## config.mk

```make
export PLATFORM = sky130hd
export DESIGN_NAME = mem_wb
export DESIGN_NICKNAME = d
export VERILOG_FILES = /design/src/rtl/mem_wb.sv
export SDC_FILE = /design/constraint.sdc
export NUM_CORES = 1
export LEC_CHECK = 0
export ABC_AREA = 1
export CORE_MARGIN = 5
export CORE_UTILIZATION = 25
export DETAILED_ROUTE_END_ITERATION = 6
export SETUP_SLACK_MARGIN = 0.15
export SLEW_MARGIN = 0
export SYNTH_ARGS = -nofsm -noshare
export SYNTH_HDL_FRONTEND = slang
export SYNTH_SLANG_ARGS = --single-unit
```

## constraint.sdc

```tcl
create_clock -name clk -period 1.7 [get_ports clk]
set_input_delay 0.425 -clock clk [delete_from_list [all_inputs] [get_ports clk]]
set_output_delay 0.425 -clock clk [all_outputs]
set_load 0.005 [all_outputs]
```

## src/rtl/mem_wb.sv

```systemverilog
// MEM/WB pipeline stage. It registers the memory-stage results and extracts and extends load data.
// It also flags misaligned loads and counts retired instructions.
module mem_wb #(
  parameter int CNT_W = 32
) (
  input  logic             clk,
  input  logic             rst_n,
  input  logic             I_stall,
  input  logic             I_flush,
  input  logic             W_MEM_valid,
  input  logic [31:0]      W_MEM_mem_data,
  input  logic [31:0]      W_MEM_alu_res,
  input  logic [4:0]       W_MEM_rd,
  input  logic             W_MEM_w_reg_ena,
  input  logic             W_MEM_wb_sel,
  input  logic [2:0]       W_MEM_load_type,
  output logic             W_WB_w_reg_ena,
  output logic [4:0]       W_WB_rd,
  output logic [31:0]      W_WB_w_data,
  output logic             W_WB_valid,
  output logic             W_WB_misalign,
  output logic             W_WB_err_sticky,
  output logic [CNT_W-1:0] W_WB_retired
);

  localparam logic [2:0] LT_LB  = 3'd1;
  localparam logic [2:0] LT_LBU = 3'd2;
  localparam logic [2:0] LT_LH  = 3'd3;
  localparam logic [2:0] LT_LHU = 3'd4;

  // The same rule is applied to incoming fields (for the sticky/counter update) and to registered fields.
  function automatic logic is_misaligned(input logic wb_sel, input logic [2:0] load_type,
                                         input logic [1:0] off);
    logic mis;
    mis = 1'b0;
    if (wb_sel) begin
      case (load_type)
        LT_LB, LT_LBU: mis = 1'b0;
        LT_LH, LT_LHU: mis = off[0];
        default:       mis = (off != 2'd0);
      endcase
    end
    return mis;
  endfunction

  logic             valid_reg;
  logic [31:0]      mem_data_reg;
  logic [31:0]      alu_res_reg;
  logic [4:0]       rd_reg;
  logic             w_reg_ena_reg;
  logic             wb_sel_reg;
  logic [2:0]       load_type_reg;
  logic             err_sticky_reg;
  logic [CNT_W-1:0] retired_reg;

  logic             capture_mis;

  assign capture_mis = is_misaligned(W_MEM_wb_sel, W_MEM_load_type, W_MEM_alu_res[1:0]);

  // Resetting every field to zero also forces W_WB_w_data to zero, because wb_sel=0 selects alu_res.
  always_ff @(posedge clk or negedge rst_n) begin
    if (!rst_n) begin
      valid_reg      <= 1'b0;
      mem_data_reg   <= '0;
      alu_res_reg    <= '0;
      rd_reg         <= '0;
      w_reg_ena_reg  <= 1'b0;
      wb_sel_reg     <= 1'b0;
      load_type_reg  <= '0;
      err_sticky_reg <= 1'b0;
      retired_reg    <= '0;
    end else if (I_flush) begin
      valid_reg <= 1'b0;
    end else if (!I_stall) begin
      valid_reg     <= W_MEM_valid;
      mem_data_reg  <= W_MEM_mem_data;
      alu_res_reg   <= W_MEM_alu_res;
      rd_reg        <= W_MEM_rd;
      w_reg_ena_reg <= W_MEM_w_reg_ena;
      wb_sel_reg    <= W_MEM_wb_sel;
      load_type_reg <= W_MEM_load_type;
      if (W_MEM_valid) begin
        if (capture_mis) err_sticky_reg <= 1'b1;
        else             retired_reg    <= retired_reg + 1'b1;
      end
    end
  end

  logic [1:0]  off;
  logic [7:0]  byte_val;
  logic [15:0] half_val;
  logic [31:0] load_data;
  logic        mis_now;

  always_comb begin
    off      = alu_res_reg[1:0];
    byte_val = mem_data_reg[7:0];
    case (off)
      2'd0: byte_val = mem_data_reg[7:0];
      2'd1: byte_val = mem_data_reg[15:8];
      2'd2: byte_val = mem_data_reg[23:16];
      2'd3: byte_val = mem_data_reg[31:24];
      default: byte_val = mem_data_reg[7:0];
    endcase
    half_val  = off[1] ? mem_data_reg[31:16] : mem_data_reg[15:0];
    load_data = mem_data_reg;
    case (load_type_reg)
      LT_LB:   load_data = {{24{byte_val[7]}}, byte_val};
      LT_LBU:  load_data = {24'd0, byte_val};
      LT_LH:   load_data = {{16{half_val[15]}}, half_val};
      LT_LHU:  load_data = {16'd0, half_val};
      default: load_data = mem_data_reg;
    endcase
    mis_now = is_misaligned(wb_sel_reg, load_type_reg, off);
  end

  assign W_WB_valid      = valid_reg;
  assign W_WB_rd         = rd_reg;
  assign W_WB_w_data     = wb_sel_reg ? load_data : alu_res_reg;
  assign W_WB_misalign   = valid_reg & mis_now;
  assign W_WB_w_reg_ena  = valid_reg & w_reg_ena_reg & (rd_reg != 5'd0) & ~mis_now;
  assign W_WB_err_sticky = err_sticky_reg;
  assign W_WB_retired    = retired_reg;

endmodule

```

---- Yosys cells after proc, flatten, opt, wreduce, memory -nomap -nowiden ----
Index checks and enable logic that the tools add are counted.
storage, ports and cells
  register bits after elaboration ......... 108
  input bits .............................. 79
  output and inout bits ................... 73
  word-level logic and storage cells ...... 51
operators by class
  $add $sub $neg .......................... 1
  equal/unequal tests ..................... 12
  multiplexer cells ....................... 10
  bitwise logic cells ..................... 8
  reductions and logical operators ........ 11
operators by type and width
  cell                                                                     count
  32-bit case mux with 4 select lines                                      1
  32-bit by 1-bit adder with 32-bit output, second input constant          1
  32-bit two-way mux                                                       1
  8-bit case mux with 4 select lines                                       1
  16-bit two-way mux                                                       1
  3-bit by 2-bit equality test with 1-bit output, second input constant    4
  4-bit AND reduction                                                      2
  2-bit OR reduction                                                       4
  3-bit by 1-bit equality test with 1-bit output, second input constant    2
  3-bit equality test, second input constant                               2
  5-bit nonzero test                                                       1
  1-bit bitwise AND                                                        4
  2-bit equality test, second input constant                               2
  1-bit two-way mux                                                        4
  1-bit inverter                                                           4
  1-bit case mux with 2 select lines                                       2
  2-bit nonzero test                                                       2
  2-bit by 1-bit equality test with 1-bit output, second input constant    1
  2-bit zero test                                                          1
  2-bit by 1-bit inequality test with 1-bit output, second input constant  1
  2-bit AND reduction                                                      1

---- Depth between registers and ports, before layout ----
  depth in word-level cells ............... 6
  mapped depth ............................ 10
  gate-level depth less buffers ........... 10

---- Worst setup path after synthesis ----
No wires, ideal clock.
  kind .................................... reg-to-output
  start point ............................. reg load_type_reg[2]
  end point ............................... out W_WB_w_data[21]
  arrival time ............................ 1.270 ns
  data required time ...................... 1.275 ns
  slack ................................... 0.005 ns
  cell stages (with the launch flop) ...... 8
  path buffers ............................ 1
  path through ............................ dfrtp_1 -> inv_1 -> nand3_1 -> nand3b_1 -> nand2_1 -> inv_2 -> buf_6 -> a21oi_1
between the ends
  longest elaborated chain between the ends .. 3
  elaborated cells on any way between the ends .. 6
  classes of those cells .................. 4 x eq/ne; 2 x mux
ends and longest elaborated chain
  element                                            RTL line  text
  from (decl)                                        52        logic [2:0] load_type_reg;
  from (signal assigned)                             81        load_type_reg <= W_MEM_load_type;
  3-bit equality test, or another cell as far along  107       case (load_type_reg)
  32-bit case mux with 4 select lines *              107
  32-bit two-way mux *                               119       assign W_WB_w_data = wb_sel_reg ? load_data : alu_res_reg;
  to (decl)                                          19        output logic [31:0] W_WB_w_data,
Every way passes the cells marked *; elsewhere a longest branch is shown, timed or not.

---- Worst setup path after layout ----
  start point ............................. reg load_type_reg[1]
  end point ............................... out W_WB_w_data[27]
The elaborated chain is that of the path after synthesis.

==> impl_metrics.yaml <==
grt:
  grtUsageTotal: 0.160
  grt_pass1_vias: 6779
  grt.overflow.total: 0
  grt_pass1_wl_mm: 35.9
  grt_max_degree: 86
  antenna_found_initial: 3
timing:
  finalSetupViolations: 34
  tightest_slew_ns: 0.366
  relSlewSlack: 0.756
  fin_worst_skew_ns: 0.0111
  finalCritPeriodShare: 1.36
  fmax_mhz: 433
  setup_tns_ns: -18.39
  fin_ws_ns: -0.611
  drv_slew: 0
  period_minus_slack_ns: 2.31
  hold_viol: 0
  rsz0062_at_grt: "true"
min_path:
  hp-class: "input pin to register"
logic_synthesis:
  seq_area_frac_synth: 0.438
  yosys-top-cells-area: "dfrtp_1 (44%), nand2_1 (26%), nor2_1 (6.6%)"
  ys_ff_latch: 108
  synth_edf_count: 0
  post_synth_instance_area_um2: 6170
  synth-async-reset-ratio: 1.00
  synth.distinct_cells: 26
  synth_top_area_share: 0.438
  syn_area_per_cell_um2: 6.63
  synth_top_cells_by_count: "nand2_1 (426), dfrtp_1 (108), nor2_1 (108)"
  ys_warn_count: 0
  synth_most_common_cell: "nand2_1"
  syn_inst: 931
  syn_nets: 1011
  ys_dominant_reg_cell: "dfrtp_1"
  yosysTopAreaCell: "dfrtp_1"
detailed_routing:
  drc_errors: 0
  final_antenna_net_count: 0
  drt-pass1-iter-count: 5
  detail_route.iter0.violations: 511
  routedWlPerCell_um: 15.1
  num_vias: 6889
  vias_per_cell: 4.50
  drt-total-wl_mm: 23.1
worst_setup_path:
  critPathLaunchType: "register"
  crit_slowest_cell: "dfrtp_2"
  cpPeakStageDelay_ns: 0.42
  crit_type: "register to primary output"
  cp_cell_sequence: "inv_2 -> nand3_2 -> nand2_2 -> nor2_4 -> buf_6 -> buf_6 -> buf_6 -> a21oi_2 -> a21oi_2 -> buf_2"
  endpoint_kind: "primary output"
  crit_fanout: 6
  critPathTopFamily: "buffers and inverters"
  crit_top_cell: "buf_6"
  crit_buf_inv: 5
  worst_ep_arrival_time_ns: 1.89
  crit_required_ns: 1.27
outcome:
  status: "finished with violations"
  violations: "negative setup slack"
cts:
  htree_levels: 3
  clk-insertion-delay-late_ns: 0.36
  clkSlewWorstSetupHoldPaths_ns: 0.08
  cts_tree: "yes"
  cts_root_buf: "clkbuf_16"
  cts_buffer_depth: 2
  cts_inserted_buffers: 9
  cts_sinks: 108
final_layout:
  diodes: 0
  final_util: 0.406
  syn2layout_area_growth_pct: 60.0
  n_fill_cell: 2509
  drive_above_1_share: 0.289
  ff_latch_area_um2: 2730
  instances_no_fill: 1531
  multi_input_area_um2: 3480
  final_nets: 1282
floorplanning:
  die_area_um2: 27900
  die_x_um: 167
  dieHeight_um: 167
  coreArea_um2: 24300
  initial_core_util: 0.254
  row_count: 57
  ios: 152
run:
  cap_violations: 0
placed_design:
  dp.cells: 1445
  place_hpwl_mm: 15.9
  portBuffers: 151
  gp_congestion: 0.892
power_and_ir_drop:
  p_leak_nw: 4.83
  power_density_nw_per_um2: 869
  ir_drop_mv: 0.521
[metal layers]
| layer | up-vias | global-route usage | part of all wire | routed length (um) |
|---|---|---|---|---|
| met5 | - | 0 | 0.0018 | 41 |
| met3 | 44 | 0.0370 | 0.062 | 1440 |
| met4 | 6 | 0.0427 | 0.020 | 454 |
| met2 | 227 | 0.266 | 0.49 | 11200 |
| met1 | 3198 | 0.210 | 0.43 | 9970 |
| li1 | 3414 | - | - | - |
[metrics by stage]
stage                     cell area [um^2]  power [mW]  setup WS [ns]  hold slack, ns
after floorplan                       6240        4.32         0.0609           0.129
after global placement                8640        5.82         -0.575           0.364
after detailed placement              8640        5.84         -0.587           0.362
after CTS                             9400        8.30         -0.636           0.483
after global routing                  9870        9.12         -0.735           0.380
final                                 9870        8.58         -0.611           0.359
[placed cells by master (no fill, tap or decap), types with 2 or more instances in the layout]
master           netlist  routed
dlygate4sd2_1          0      34
clkdlybuf4s50_1        0      73
buf_4                  6     107
nand2_1              426     391
nand3_2                0      12
nor2_4                 4      18
nand2_2                4      30
o21ai_2                0       5
o21ai_0               59      49
buf_2                  8      33
inv_8                  0       2
a21oi_2                0      22
nor2_1               108      79
nand3b_1               3       3
nand4_1                6       6
buf_6                  1      29
dfrtp_2                0      24
inv_1                 70      65
nor2_2                 2      17
inv_2                  6       9
clkdlybuf4s15_1        0       2
nand2_4                0       9
dfrtp_1              108      84
clkbuf_16              0      11
nand3_1               43      30
buf_12                 0      10
xor2_1                 6       6
dlymetal6s2s_1         0       4
inv_6                  0       3
xnor2_1                7       7
o211ai_1               2       2
o21ai_1                3       8
a21oi_1               34      11
[cell type report]
type                       count  share of cell area
inverter                      76              0.0298
clock inverter                 6             0.00545
multi-input combinational    711               0.352
tap                          324              0.0411
timing repair buffer         296               0.270
sequential                   108               0.277
clock buffer                  10              0.0242
[where the power goes]
group	total, mW	switching [mW]	internal, mW
sequential	3.10	0.229	2.88
combinational	3.33	1.68	1.64
clock	2.14	1.07	1.07
[repair_timing]
action,CTS,global route
setup endpoints to repair,77,67
hold buffers,1,0
cloned,1,3
pin swaps,43,47
hold endpoints to repair,21,0
buffers inserted,57,8
resized for setup,270,106
[final timing paths]
| kind | from | to | slack [ns] | cells past startpoint |
|---|---|---|---|---|
| max | load_type_reg[1] | W_WB_w_data[27] | -0.61 | 10 |
| min | I_flush | W_WB_valid | 0.36 | 2 |
| max reg2reg | W_WB_retired[13] | W_WB_retired[20] | 0.16 | 10 |
| min reg2reg | W_WB_err_sticky | W_WB_err_sticky | 0.47 | 1 |
| max in group asynchronous | rst_n | W_WB_retired[29] | 0.55 | 3 |
| min in group asynchronous | rst_n | alu_res_reg[28] | 0.52 | 2 |
[cells by family (layout without fill, tap and decap cells)]
group                    Yosys count  in the layout  share of synthesized area
flip-flops                       108            108                      0.438
XOR/XNOR                          13             13                     0.0185
buffers and inverters            112            388                     0.0746
AO/OA/AOI/OAI                    100            100                     0.0828
adder cells (fa/ha/maj)            1              1                    0.00203
AND/OR/NAND/NOR                  597            597                      0.384
Power figures use the tool's default switching activity.
